`config.mk`:
```
export PLATFORM = sky130hd
export DESIGN_NAME = fifo_drain_flat
export DESIGN_NICKNAME = d
export VERILOG_FILES = /design/src/rtl/fifo_drain_pkg.sv /design/src/rtl/fifo_drain_if.sv /design/src/rtl/drain_buf.sv /design/src/rtl/fifo_drain.sv /design/src/flat_wrapper.sv
export SDC_FILE = /design/constraint.sdc
export NUM_CORES = 1
export LEC_CHECK = 0
export CAP_MARGIN = 15
export CELL_PAD_IN_SITES_DETAIL_PLACEMENT = 1
export CELL_PAD_IN_SITES_GLOBAL_PLACEMENT = 1
export CORE_MARGIN = 2
export CORE_UTILIZATION = 44
export CTS_CLUSTER_SIZE = 24
export DETAILED_ROUTE_END_ITERATION = 7
export GPL_TIMING_DRIVEN = 0
export PLACE_DENSITY_LB_ADDON = 0.1
export SLEW_MARGIN = 20
export SYNTH_ARGS = -nofsm -noshare
export SYNTH_HDL_FRONTEND = slang
export SYNTH_SLANG_ARGS = --single-unit
```
`constraint.sdc`:
```
create_clock -name clk -period 7.8 [get_ports clk]
set_clock_uncertainty 0.2 [all_clocks]
set_input_delay 1.56 -clock clk [delete_from_list [all_inputs] [get_ports clk]]
set_output_delay 1.56 -clock clk [all_outputs]
set_load 0.01 [all_outputs]
```
`src/rtl/fifo_drain_pkg.sv`:
```
// Shared definitions for the fifo drain block: state encoding, buffer depth
// and default widths.
package fifo_drain_pkg;

  localparam int DEF_WIDTH = 32;
  localparam int DEF_CNT_W = 16;
  localparam int BUF_DEPTH = 3;
  localparam int OCC_W     = $clog2(BUF_DEPTH + 1);

  typedef enum logic [1:0] {
    IDLE  = 2'd0,
    RUN   = 2'd1,
    FLUSH = 2'd2
  } state_t;

endpackage

```
`src/rtl/fifo_drain_if.sv`:
```
// Fifo read side plus downstream valid/ready side of the drain block.
interface fifo_drain_if
  import fifo_drain_pkg::*;
#(
  parameter int WIDTH = DEF_WIDTH
);

  logic             EMPTY;
  logic [WIDTH-1:0] dataIn;
  logic             rd;
  logic [WIDTH-1:0] outData;
  logic             outValid;
  logic             outReady;

  modport master (
    input  EMPTY,
    input  dataIn,
    input  outReady,
    output rd,
    output outData,
    output outValid
  );

  modport slave (
    output EMPTY,
    output dataIn,
    output outReady,
    input  rd,
    input  outData,
    input  outValid
  );

endinterface

```
`src/rtl/drain_buf.sv`:
```
// Small in-order shift buffer; entry 0 is always the oldest word and entries
// at or above occ are kept at zero.
module drain_buf
  import fifo_drain_pkg::*;
#(
  parameter int WIDTH = DEF_WIDTH
) (
  input  logic             clk,
  input  logic             rst,
  input  logic             push,
  input  logic [WIDTH-1:0] push_data,
  input  logic             pop,
  output logic [OCC_W-1:0] occ,
  output logic [WIDTH-1:0] head_data
);

  logic [WIDTH-1:0] mem_p0 [BUF_DEPTH];
  logic [OCC_W-1:0] wr_idx;

  // A simultaneous pop shifts everything down, so the new word lands one lower.
  always_comb begin
    wr_idx = occ;
    if (pop) wr_idx = occ - 1'b1;
  end

  always_ff @(posedge clk) begin
    if (rst) begin
      occ <= '0;
      for (int i = 0; i < BUF_DEPTH; i++) mem_p0[i] <= '0;
    end else begin
      if (pop) begin
        for (int i = 0; i < BUF_DEPTH - 1; i++) mem_p0[i] <= mem_p0[i+1];
        mem_p0[BUF_DEPTH-1] <= '0;
      end
      if (push) mem_p0[wr_idx] <= push_data;
      occ <= occ + OCC_W'(push) - OCC_W'(pop);
    end
  end

  assign head_data = mem_p0[0];

endmodule

```
`src/rtl/fifo_drain.sv`:
```
// Drains an upstream one-cycle-latency fifo into a valid/ready stream, with
// credit-based read issue, a delivered-word counter and a running XOR.
module fifo_drain
  import fifo_drain_pkg::*;
#(
  parameter int WIDTH = DEF_WIDTH,
  parameter int CNT_W = DEF_CNT_W
) (
  input  logic              clk,
  input  logic              rst,
  input  logic              en,
  fifo_drain_if.master      bus,
  output logic [CNT_W-1:0]  wordCount,
  output logic [WIDTH-1:0]  checksum,
  output logic              busy
);

  localparam int PEND_W = OCC_W + 1;

  state_t             state;
  logic               inflight_p0;
  logic [OCC_W-1:0]   occ;
  logic [WIDTH-1:0]   head;
  logic [PEND_W-1:0]  pending;
  logic               hs;

  // Words already committed to the buffer: stored plus the one still on the fifo bus.
  assign pending = PEND_W'(occ) + PEND_W'(inflight_p0);

  assign bus.rd       = !rst && (state == RUN) && !bus.EMPTY &&
                        (pending < PEND_W'(BUF_DEPTH));
  assign bus.outValid = (occ != '0);
  assign bus.outData  = head;
  assign hs           = bus.outValid && bus.outReady;
  assign busy         = (state != IDLE);

  drain_buf #(
    .WIDTH (WIDTH)
  ) u_buf (
    .clk       (clk),
    .rst       (rst),
    .push      (inflight_p0),
    .push_data (bus.dataIn),
    .pop       (hs),
    .occ       (occ),
    .head_data (head)
  );

  // Stage p0: fifo read strobe delayed to line up with its data.
  always_ff @(posedge clk) begin
    if (rst) begin
      state       <= IDLE;
      inflight_p0 <= 1'b0;
      wordCount   <= '0;
      checksum    <= '0;
    end else begin
      inflight_p0 <= bus.rd;
      if (hs) begin
        wordCount <= wordCount + 1'b1;
        checksum  <= checksum ^ bus.outData;
      end
      case (state)
        IDLE:    if (en) state <= RUN;
        RUN:     if (!en) state <= (pending != '0) ? FLUSH : IDLE;
        FLUSH: begin
          if (en)                   state <= RUN;
          else if (pending == '0)   state <= IDLE;
        end
        default: state <= IDLE;
      endcase
    end
  end

endmodule

```
`src/flat_wrapper.sv`:
```
// flat-port wrapper written by rule: the top's interface ports become plain ports
module fifo_drain_flat import fifo_drain_pkg::*;
#(
  parameter int WIDTH = DEF_WIDTH,
  parameter int CNT_W = DEF_CNT_W
)
  (clk, rst, en, wordCount, checksum, busy, bus_EMPTY, bus_dataIn, bus_outReady, bus_rd, bus_outData, bus_outValid);
  fifo_drain_if #(.WIDTH(WIDTH)) bus_i ();
  input  logic clk;
  input  logic rst;
  input  logic en;
  output logic [CNT_W-1:0] wordCount;
  output logic [WIDTH-1:0] checksum;
  output logic busy;
  input wire logic [$bits(bus_i.EMPTY)-1:0] bus_EMPTY;
  input wire logic [$bits(bus_i.dataIn)-1:0] bus_dataIn;
  input wire logic [$bits(bus_i.outReady)-1:0] bus_outReady;
  output wire logic [$bits(bus_i.rd)-1:0] bus_rd;
  output wire logic [$bits(bus_i.outData)-1:0] bus_outData;
  output wire logic [$bits(bus_i.outValid)-1:0] bus_outValid;
  assign bus_i.EMPTY = bus_EMPTY;
  assign bus_i.dataIn = bus_dataIn;
  assign bus_i.outReady = bus_outReady;
  assign bus_rd = bus_i.rd;
  assign bus_outData = bus_i.outData;
  assign bus_outValid = bus_i.outValid;
  fifo_drain #(.WIDTH(WIDTH), .CNT_W(CNT_W)) u_core (.clk(clk), .rst(rst), .en(en), .bus(bus_i), .wordCount(wordCount), .checksum(checksum), .busy(busy));
endmodule
```
==> results.ini <==
[status]
status=finished, final reports clean

[placed_design]
place_area_um2=7940
numPortBuffers=119
post-place-ws_ns=2.64
gp_congestion=0.732
dpl.hpwl_mm=11.2
dp.cells=871

[routing]
dr.pass1.iters=4
avgViaCountPerCell=5.03
vias=4539
drt_iter0_drc=165
ant_nets=0
wl_per_cell_um=17.9
route.detailed.drc=0
wirelength_mm=16.2

[floorplan]
floorplan.die_area_um2=15600
rows=44
die_y_um=125
start_util_pct=44.6
die_width_um=125
core_area_um2=14400
num_io_pins=120

[setup_path]
critPathCaptureType=primary output
cp_cell_sequence=clkdlybuf4s50_1 > clkbuf_1 > nor2_1 > and3_1 > clkdlybuf4s50_1
crit_path_top_delay_cell=clkdlybuf4s50_1
cp-start-kind=input port
crit_top_cell=clkdlybuf4s50_1
crit_type=input port to primary output
arrival_ns=3.36
reg2regPathDepth=8
cpPeakStageDelay_ns=0.54
crit_fanout=10
required_ns=6.04

[global_routing]
track_usage_pct=21.6
antenna_found_initial=0
use_met1_pct=23.8
grt_max_degree=23
overflow=0
gr-usage-met3_pct=3.99
first_global_vias=5030
grt_pass1_wl_mm=26.4
grt.met2_usage_pct=40.7
grt_busiest_layer=met2

[yosys]
synth_area_um2=6430
netlist_top_cells_area=edfxtp_1 45%, dfxtp_1 17%, mux2i_1 10%
synth_ff_type=edfxtp_1
syn_inst=565
yosysTopAreaCell=edfxtp_1
synth_most_common_cell=nand2_1
yosysWarnings=0
synth_cell_types=41
synth_fp_nets=607
synth.avg_cell_area_um2=11.4
synth_top_area_share_pct=44.8
ys_seq_area_share_pct=61.3
ys_top_cells_by_count=101 x nand2_1, 96 x edfxtp_1, 64 x mux2i_1
synthArstFlopShare_pct=0
synth_edf_count=96
synth_seq_cells=149

[sta]
fin_crit_ns=5.12
hold_ws_ns=0.298
post-route-period-util_pct=65.7
slew_headroom_pct=46.7
finalSetupViolations=0
finalMaxSlewViolations=0
max_clock_freq_mhz=195
finalWorstSetupSlack_ns=2.68
rsz0062_at_grt=false
setup_tns_ns=0
worst_slew_pin_slew_ns=0.796
finalHoldViolations=0

[cts]
cts_setup_buffers=0
path_clk_slew_ns=0.05
numClockSinks=149
cts_tree=done
clock_path_buffers=2
cts-buffers-inserted=17
holdBufCountCts=0
htree_levels=4
cts_root_buf=clkbuf_16
insertion_delay_ns=0.42
postCtsResizedCells=0

[finish]
utilization_pct=58.9
num_antenna_cells=0
area_growth_pct=32.0
fillerInstances=1507
drive_above_1_share_pct=6.54
final_area_um2=8490
nets=748
layout.cells.non_filler=903

[worst_hold_path]
worstHoldPathType=flop to flop
holdPathStages=2

[power_and_ir_drop]
p_comb_share_pct=23.1
power.switching_mw=0.697
seqPwrFrac_pct=45.3
p_per_area_nw_per_um2=289
fin_total_pwr_mw=2.46
vdd_ir_drop_max_v=0.000163
p_leak_nw=3.34
p_sw_share_pct=28.4
internal-power_mw=1.76
power_frac_clock_pct=31.6

[job]
maxCapViolCount=0

registers in the layout, summed over array words and instances (netlist names):
name / count
u_core.u_buf.mem_p0: 96
u_core.checksum: 32
u_core.wordCount: 16
u_core.state: 2
u_core.u_buf.occ: 2
u_core.inflight_p0: 1
cells by family after synthesis:
group	after synthesis	synth area share (%)
adder cells (fa/ha/maj)	5	0.973
AND/OR/NAND/NOR	214	15.4
XOR/XNOR	44	5.99
buffers and inverters	66	4.13
flip-flops	149	61.3
AO/OA/AOI/OAI	23	2.26
multiplexers	64	9.96
critical path, delay by kind of cell:
kind | cells | cell delay (ns)
buf+inv | 3 | 1.46
simple gates | 2 | 0.34
final timing paths:
check / start / endpoint / slack [ns]
worst min-delay path: u_core.wordCount[15]$_SDFFE_PP0P_ / u_core.wordCount[15]$_SDFFE_PP0P_ / 0.30
worst max register to register: u_core.u_buf.occ[0]$_SDFF_PP0_ / u_core.u_buf.mem_p0[0][20]$_DFFE_PP_ / 4.62
worst max-delay path: rst / bus_rd / 2.68
worst min register to register: u_core.wordCount[15]$_SDFFE_PP0P_ / u_core.wordCount[15]$_SDFFE_PP0P_ / 0.30
power groups by stage:
stage	clock network [mW]	registers, mW	logic, mW
global placement	0	1.12	0.515
global route	0.820	1.13	0.616
floorplan	0	1.14	0.239
finish	0.776	1.11	0.567
detailed placement	0	1.12	0.566
CTS	0.790	1.11	0.575
cell usage in the layout (no fill, tap or decap), drive strengths merged, types with 5 or more instances in the layout:
cell           netlist  routed
a21oi                9       9
and2                32      32
buf                 10      13
clkbuf              17      44
clkdlybuf4s50        0     119
dfxtp               53      53
edfxtp              96      96
ha                   5       5
inv                 39      39
mux2i               64      64
nand2              102     102
nor2                46      46
o21ai                5       5
or3                  8       8
xnor2                9       9
xor2                35      35
routing by layer:
| layer | vias to the layer above | part of all wire, % |
|---|---|---|
| met5 | - | 0 |
| met4 | 0 | 1.8 |
| met3 | 26 | 3.5 |
| met2 | 103 | 54 |
| met1 | 2229 | 40 |
| li1 | 2181 | - |
final cells by class:
class / instances / area, um2 / area share [%]
repair buffers: 122 / 1270 / 15.0
multi-input cells: 350 / 2220 / 26.2
flip-flops and latches: 149 / 3940 / 46.4
well taps: 184 / 230 / 2.71
plain buffers: 27 / 119 / 1.40
inverters: 39 / 146 / 1.72
clock inverters: 5 / 50.0 / 0.589
clock buffers: 27 / 503 / 5.92
(Power assumes the default switching activity.)
